==> config.mk <==
export PLATFORM = sky130hd
export DESIGN_NAME = pla_chkn_vector_driver
export DESIGN_NICKNAME = d
export VERILOG_FILES = /design/src/rtl/pla_chkn_vector_driver.sv
export SDC_FILE = /design/constraint.sdc
export NUM_CORES = 1
export LEC_CHECK = 0
export ABC_AREA = 0
export BUFFER_PORTS_ARGS = -buffer_cell sky130_fd_sc_hd__buf_2
export CORE_ASPECT_RATIO = 0.9
export CORE_MARGIN = 5
export CORE_UTILIZATION = 40
export CTS_CLUSTER_SIZE = 12
export DETAILED_ROUTE_END_ITERATION = 8
export PLACE_DENSITY_LB_ADDON = 0.25
export SLEW_MARGIN = 20
export SYNTH_ARGS = -nofsm -noshare
export SYNTH_HDL_FRONTEND = slang
export SYNTH_SLANG_ARGS = --single-unit
==> constraint.sdc <==
create_clock -name clk -period 3.09 [get_ports clk]
set_clock_uncertainty 0.15 [all_clocks]
set_input_delay 0.309 -clock clk [delete_from_list [all_inputs] [get_ports clk]]
set_output_delay 0.309 -clock clk [all_outputs]
set_load 0.03 [all_outputs]
==> src/rtl/pla_chkn_vector_driver.sv <==
// Valid/ready front end that queues 29-bit vectors, drives them onto the pla__chkn
// decoder inputs, waits SETTLE cycles, and returns the sampled z with its tag.
module pla_chkn_vector_driver #(
  parameter int unsigned DEPTH  = 4,
  parameter int unsigned SETTLE = 2,
  parameter int unsigned TAG_W  = 4
) (
  input  logic             clk,
  input  logic             rst,
  input  logic             in_valid,
  output logic             in_ready,
  input  logic [28:0]      in_vec,
  input  logic [TAG_W-1:0] in_tag,
  input  logic             flush,
  output logic [28:0]      x,
  input  logic [6:0]       z,
  output logic             out_valid,
  input  logic             out_ready,
  output logic [6:0]       out_z,
  output logic [TAG_W-1:0] out_tag,
  output logic [15:0]      result_count,
  output logic             busy
);

  localparam int unsigned VEC_W = 29;
  localparam int unsigned PTR_W = $clog2(DEPTH);
  localparam int unsigned CNT_W = PTR_W + 1;
  localparam int unsigned SET_W = (SETTLE > 1) ? $clog2(SETTLE) : 1;

  typedef struct packed {
    logic [VEC_W-1:0] vec;
    logic [TAG_W-1:0] tag;
  } entry_t;

  typedef enum logic [1:0] {
    IDLE  = 2'd0,
    DRIVE = 2'd1,
    HOLD  = 2'd2
  } state_t;

  state_t             state, state_d;
  entry_t             mem [DEPTH];
  entry_t             head;
  logic [PTR_W-1:0]   wr_ptr, rd_ptr;
  logic [CNT_W-1:0]   fifo_count, fifo_count_d;
  logic [SET_W-1:0]   settle_cnt;
  logic [TAG_W-1:0]   tag_q;
  logic               fifo_empty;
  logic               push_c, pop_c, sample_c, hs_c;

  assign in_ready   = ~rst & (fifo_count != CNT_W'(DEPTH));
  assign fifo_empty = (fifo_count == '0);
  assign head       = mem[rd_ptr];
  // flush wins over a same-cycle push even though in_ready was high
  assign push_c     = in_valid & in_ready & ~flush;
  assign hs_c       = out_valid & out_ready;

  // Next-state and pop/sample decisions
  always_comb begin
    state_d  = state;
    pop_c    = 1'b0;
    sample_c = 1'b0;
    case (state)
      IDLE: begin
        if (!fifo_empty && !flush) begin
          pop_c   = 1'b1;
          state_d = DRIVE;
        end
      end
      DRIVE: begin
        if (settle_cnt == '0) begin
          sample_c = 1'b1;
          state_d  = HOLD;
        end
      end
      HOLD: begin
        if (hs_c) begin
          if (!fifo_empty && !flush) begin
            pop_c   = 1'b1;
            state_d = DRIVE;
          end else begin
            state_d = IDLE;
          end
        end
      end
      default: state_d = IDLE;
    endcase
  end

  always_comb begin
    fifo_count_d = fifo_count;
    if (flush) begin
      fifo_count_d = '0;
    end else begin
      fifo_count_d = fifo_count + CNT_W'(push_c) - CNT_W'(pop_c);
    end
  end

  // FIFO storage; contents need no reset since count gates every read
  always_ff @(posedge clk) begin
    if (push_c) begin
      mem[wr_ptr] <= '{vec: in_vec, tag: in_tag};
    end
  end

  always_ff @(posedge clk) begin
    if (rst) begin
      wr_ptr     <= '0;
      rd_ptr     <= '0;
      fifo_count <= '0;
    end else begin
      fifo_count <= fifo_count_d;
      if (flush) begin
        wr_ptr <= '0;
        rd_ptr <= '0;
      end else begin
        if (push_c) wr_ptr <= wr_ptr + PTR_W'(1);
        if (pop_c)  rd_ptr <= rd_ptr + PTR_W'(1);
      end
    end
  end

  // State register and datapath registers
  always_ff @(posedge clk) begin
    if (rst) begin
      state        <= IDLE;
      x            <= '0;
      tag_q        <= '0;
      settle_cnt   <= '0;
      out_z        <= '0;
      out_tag      <= '0;
      out_valid    <= 1'b0;
      result_count <= '0;
      busy         <= 1'b0;
    end else begin
      state <= state_d;
      busy  <= (state_d != IDLE) | (fifo_count_d != '0);
      if (pop_c) begin
        x          <= head.vec;
        tag_q      <= head.tag;
        settle_cnt <= SET_W'(SETTLE - 1);
      end else if (state == DRIVE && !sample_c) begin
        settle_cnt <= settle_cnt - SET_W'(1);
      end
      if (sample_c) begin
        out_z     <= z;
        out_tag   <= tag_q;
        out_valid <= 1'b1;
      end else if (hs_c) begin
        out_valid <= 1'b0;
        if (result_count != 16'hFFFF) begin
          result_count <= result_count + 16'd1;
        end
      end
    end
  end

endmodule

==> flow_summary.yaml, run 1 <==
routing:
  routed_wirelength_mm: 16.37
  dr.pass1.iters: 4
  drt_drc_violations_left: 0
  dr_vias: 4854
  wl_per_cell_um: 17.13
  ant_nets: 0
  drt-initial-drc-count: 289
  vias_per_cell: 5.077
final_layout:
  final_cells: 956
  syn2layout_area_growth_pct: 26.03
  diodes: 0
  post-route-util_pct: 50.82
  layout.cell_area.non_filler_um2: 9676
  fillCellCount: 1588
  post_route_cells_drive_above_1_share_pct: 28.75
  final_net_count: 743
placed_design:
  place.gp.congestion: 0.8176
  port-buffer-count: 103
  post-place-ws_ns: -0.06997
  post_detailed_placement_half_perimeter_wirelength_mm: 10.17
  placed_cells: 873
  placed_cell_area_um2: 8592
clock_network:
  clockRootBuffer: "clkbuf_16"
  cts-root-to-sink-buffers: 3
  cts_tree: "done"
  insertion_delay_of_the_later_clocked_pin_in_the_worst_skew_pair_ns: 0.50
  cts.sinks: 204
  clock_tree.htree_level_count: 1
  clk_pin_slew_worst_paths_ns: 0.06
  numCtsBuffers: 22
logic_synthesis:
  ys.flop_type: "edfxtp_1"
  post_synth_inst_count: 533
  synth-seq-cells: 204
  synthesis.yosys.warnings: 0
  synth_sequential_area_ratio_pct: 70.40
  async_reset_ff_share_pct: 0
  yosysMostFrequentCell: "edfxtp_1"
  yosysUniqueCellTypes: 40
  post_synth_main_area_contributors: "edfxtp_1, dfxtp_1, mux4_2, nand2_1, a21oi_1"
  yosysTopAreaCell: "edfxtp_1"
  syn-num-nets: 586
  post_synth.cell_area_avg_um2: 14.40
  synth_edf_count: 132
  mappedNetlistArea_um2: 7677
  post-synth-top-area-fraction_pct: 51.63
  netlist_top_cells_count: "edfxtp_1, nand2_1, dfxtp_1"
floorplanning:
  ios: 104
  floorplan.die.height_um: 141.4
  die_area_um2: 22070
  floorplan.die.width_um: 156.0
  design.core.area_um2: 19040
  initial_core_util_pct: 40.33
  floorplan.rows: 48
sta:
  finalHoldViolations: 0
  finalWorstPathRequiredPeriod_ns: 2.933
  setup_repair_after_global_routing_missed_its_margin: "false"
  layout_worst_path_cycle_share_pct: 94.90
  final_max_slew_viols: 0
  setup_viol: 0
  max_clock_freq_mhz: 341.0
  final_worst_path_setup_slack_ns: 0.1574
  worst_pin_slew_ns: 0.9864
  setup-tns-final_ns: 0
  slew-limit-headroom_pct: 34.24
power:
  power_per_cell_area_nw_per_um2: 582.3
  power_leakage_uw: 0.003413
  peakVddDrop_uv: 471.8
global_route:
  track_usage_pct: 14.55
  grt-ovfl-total: 0
  antenna_found_initial: 0
  vias_in_the_first_global_route: 4847
  grt_start_max_net_pins: 69
  global_route_wire_length_before_repair_mm: 25.65
  met2_track_utilization_from_global_routing_pct: 24.34
  globalRouteMet3Util_pct: 3.080
  grt_most_used_layer: "met2"
  grt_use_met1_pct: 19.52
setup_path:
  worst_path_required_ns: 3.31
  arrival_ns: 3.16
  critical_path.slowest_cell: "fa_1"
  worst-path-max-fanout: 3
  crit_top_cell: "inv_1"
  max_stage_delay_ns: 0.38
  critical_path.startpoint_type: "flip-flop"
  timing.setup.critical_path_class: "flip-flop to flip-flop"
  critical_path.endpoint_type: "flip-flop"
  timing.critical_path.cells: "buf_4 -> nor2_1 -> a21bo_2 -> nor2_1 -> inv_1 -> ha_1 -> inv_1 -> ha_1 -> inv_1 -> fa_1 -> xor2_1 -> xnor2_1 -> a31oi_1 -> or3_1"
outcome:
  status: "complete, no violations"
flow_run:
  drv_cap: 0
worst_hold_path:
  worst_min_delay_path_class: "input pin to flip-flop"
layout make-up:
type	instances	area (um2)	area share [%]
Timing Repair Buffer	162	1124	11.61
Tap cell	250	312.8	3.233
Clock buffer	34	615.6	6.362
Multi-Input combinational cell	291	2135	22.06
Sequential cell	204	5414	55.95
Clock inverter	6	38.79	0.4009
Inverter	9	36.28	0.3750
flip-flops by register name (all words and copies together), names as in the netlist:
signal / cells
state: 2
wr_ptr: 2
mem: 132
result_count: 16
busy: 1
fifo_count: 3
out_z: 7
settle_cnt: 1
rd_ptr: 2
x: 29
out_valid: 1
tag_q: 4
out_tag: 4
routing by layer:
metal / vias to the layer above / routed length (um)
met4: 0 / 396
met2: 148 / 7843
li1: 2301 / -
met5: - / 0
met1: 2375 / 7074
met3: 30 / 1060
cell families after synthesis:
group                      after synthesis  synth area share, %
muxes                                   37                10.25
and+or+nand+nor                        166                10.10
buffers and inverters                   38                1.972
AOI/OAI and AO/OA                       75                5.297
xor gates and xnor gates                 5               0.5704
adders and majority gates                8                1.402
DFF                                    204                70.40
critical path, delay by kind of cell, from the launching register on:
family	cells	cell delay [ns]
AND/OR/NAND/NOR	3	0.50
adder cells (fa/ha/maj)	3	0.81
flip-flops	1	0.33
buffers and inverters	4	0.30
XOR/XNOR	2	0.36
AO/OA/AOI/OAI	2	0.37
through the flow:
stage          total power, uW  hold WS [ns]
6_report                  5634        0.1227
5_1_grt                   5857        0.1414
4_1_cts                   5704        0.1016
3_5_place_dp              3289        0.2955
3_3_place_gp              3278        0.2878
2_1_floorplan             3174        0.2359
report_power, final:
group,switching [uW],internal [uW],leakage [uW]
clock,986,1370,0.000319
sequential,19.6,2950,0.00178
combinational,177,134,0.00132
repair_timing:
item / 4_1_cts / 5_1_grt
setup endpoints to repair: 1 / 1
hold endpoints to repair: 140 / 0
hold buffers: 41 / 0
resized for setup: 1 / 1
pin swaps: 1 / 1
buffers inserted: 1 / 1
cells in the final DEF, fill, tap and decap left out, drive strengths merged, types with 4 or more instances in the layout:
master / instances
nor3: 5
a21oi: 60
nand2: 98
nor2: 18
or4: 8
ha: 7
buf: 121
and2: 5
edfxtp: 132
mux4: 33
o31ai: 8
inv: 9
nor4: 5
clkbuf: 34
clkinv: 6
dfxtp: 72
dlygate4sd3: 41
nand4: 5
nor2b: 4
xnor2: 4
or3: 5
final timing paths:
check,endpoint,startpoint,slack [ns],cells after the start
max,busy,fifo_count[1],0.16,14
min,result_count[8],out_ready,0.12,5
max reg2reg,busy,fifo_count[1],0.16,14
min reg2reg,x[24],x[24],0.30,2
Note: power is estimated with default switching activity, not from simulation.
==> run 2, diff against run 1 <==
Settings changed: CTS_BUF_LIST set to sky130_fd_sc_hd__clkbuf_2.
==> run 2 against run 1 <==
- largest power group unchanged
- global-route usage up 0.33 points
- final area decreased by 1.7%
- sequential power is essentially flat
- register-to-register slack improved by 0.04 ns
- count of clock-buffer cells in the layout grew 44
- via count increased by 3.1%
==> flow_summary.yaml, run 2 (synthesized netlist as in run 1, its figures left out) <==
outcome:
  status: "complete, no violations"
setup_path:
  r2r-end: "busy"
  critical_path.startpoint_type: "flip-flop"
  critical_path.endpoint_type: "flip-flop"
  timing.reg2reg.setup_slack_ns: 0.20
  r2r.worst_path.cells: 14
  worst_path_required_ns: 3.57
  timing.setup.critical_path_class: "flip-flop to flip-flop"
  arrival_ns: 3.37
  worst-path-max-fanout: 3
  timing.critical_path.cells: "buf_4 -> nor2_1 -> a21bo_2 -> nor2_1 -> inv_1 -> ha_1 -> inv_1 -> ha_1 -> inv_1 -> fa_1 -> xor2_1 -> xnor2_1 -> a31oi_1 -> or3_1"
  critical_path.slowest_cell: "fa_1"
  critPathLaunch: "fifo_count[1]"
  r2r_start: "fifo_count[1]"
  endpoint: "busy"
  max_stage_delay_ns: 0.38
  crit_top_cell: "inv_1"
sta:
  max_clock_freq_mhz: 345.5
  fin_hold_ws_ns: 0.1294
  setup_viol: 0
  layout_worst_path_cycle_share_pct: 93.67
  final_max_slew_viols: 0
  finalWorstPathRequiredPeriod_ns: 2.894
  setup_repair_after_global_routing_missed_its_margin: "false"
  finalHoldViolations: 0
  slew-limit-headroom_pct: 34.68
  setup-tns-final_ns: 0
  worst_pin_slew_ns: 0.9798
worst_hold_path:
  worst_min_delay_path_class: "input pin to flip-flop"
power:
  peakVddDrop_uv: 320.6
  power_per_cell_area_nw_per_um2: 524.3
  power_leakage_uw: 0.003454
routing:
  drt_drc_violations_left: 0
  ant_nets: 0
  wl_per_cell_um: 16.42
  routed_wirelength_mm: 16.62
  dr.pass1.iters: 4
  drt-initial-drc-count: 242
  vias_per_cell: 4.945
  dr_vias: 5004
final_layout:
  final_net_count: 773
  syn2layout_area_growth_pct: 23.88
  diodes: 0
  largestRegisters: "mem: 132 flops, x: 29 flops, result_count: 16 flops"
  final_common_cell: "edfxtp_1"
  max_reg_flops: 132
  post_route_cells_drive_above_1_share_pct: 33.46
  largest_register: "mem"
  commonest_cells_after_routing_fill_and_taps_aside: "edfxtp_1, buf_2, nand2_1, clkbuf_2, dfxtp_1"
global_route:
  track_usage_pct: 14.89
  antenna_found_initial: 0
  grt_start_max_net_pins: 69
  global_route_wire_length_before_repair_mm: 26.16
  vias_in_the_first_global_route: 5184
  grt-ovfl-total: 0
clock_network:
  post-cts-setup-buffer-count: 0
  cts-root-to-sink-buffers: 3
  numCtsBuffers: 50
  clockRootBuffer: "clkbuf_2"
  clk_pin_slew_worst_paths_ns: 0.12
  cts.sinks: 204
  clock_tree.htree_level_count: 2
  insertion_delay_of_the_later_clocked_pin_in_the_worst_skew_pair_ns: 0.79
  cts_tree: "done"
placed_design:
  port-buffer-count: 103
  post_detailed_placement_half_perimeter_wirelength_mm: 10.17
  place.gp.congestion: 0.8176
floorplanning:
  design.core.area_um2: 19040
  ios: 104
  initial_core_util_pct: 40.33
  floorplan.die.width_um: 156.0
  floorplan.rows: 48
  die_area_um2: 22070
  floorplan.die.height_um: 141.4
flow_run:
  drv_cap: 0
[run 2: how the worst min path moves through the flow]
stage / depth (start not counted) / end / from
after floorplan: 1 / state[0] / rst
after global placement: 2 / out_z[6] / out_z[6]
after detailed placement: 2 / x[14] / x[14]
after CTS: 2 / mem[2][5] / in_vec[1]
after global routing: 2 / mem[1][4] / in_vec[0]
final: 2 / mem[1][4] / in_vec[0]
[run 2: final cells by class]
cell class / count / area [um2]
Clock buffer: 78 / 390.4
Clock inverter: 16 / 73.82
Fill cell: 1652 / 9528
Multi-Input combinational cell: 291 / 2135
Sequential cell: 204 / 5414
Tap cell: 250 / 312.8
Timing Repair Buffer: 164 / 1149
Inverter: 9 / 36.28
[run 2: per-layer routing]
metal	track usage (%)	wire length [um]	vias up
met2	24.47	7958	158
met4	4.929	260	0
met5	0	0	-
li1	-	-	2401
met3	4.239	1076	24
met1	19.10	7321	2421
[run 2: per-stage QoR]
stage	power, uW	cells	setup slack, ns	area [um2]	utilization (%)
2_1_floorplan	3174	533	0.01373	7691	-
3_3_place_gp	3278	873	0.05050	8592	45.13
3_5_place_dp	3289	873	-0.06997	8592	45.13
4_1_cts	5073	1011	0.009440	9498	49.89
5_1_grt	5257	1012	0.05564	9510	49.95
6_report	4986	1012	0.1957	9510	49.95
[run 2: worst max-delay path: cells and delay by family (launching register included)]
kind / cells / cell delay (ns)
fa+ha+maj: 3 / 0.81
simple gates: 3 / 0.50
compound gates: 2 / 0.36
xor+xnor: 2 / 0.35
flops: 1 / 0.34
buf+inv: 4 / 0.30
[run 2: report_power, final]
part	internal, uW	switching (uW)	leakage, uW	total [uW]
clock network	679	1040	0.000352	1720
registers	2940	19.6	0.00178	2960
logic	133	176	0.00133	309
total	3750	1230	0.00345	4990
[run 2: what timing repair did]
action	4_1_cts	5_1_grt
setup endpoints to repair	1	1
endpoints found under the hold margin	155	1
pin swaps	0	1
hold buffers	44	1
resized for setup	1	1
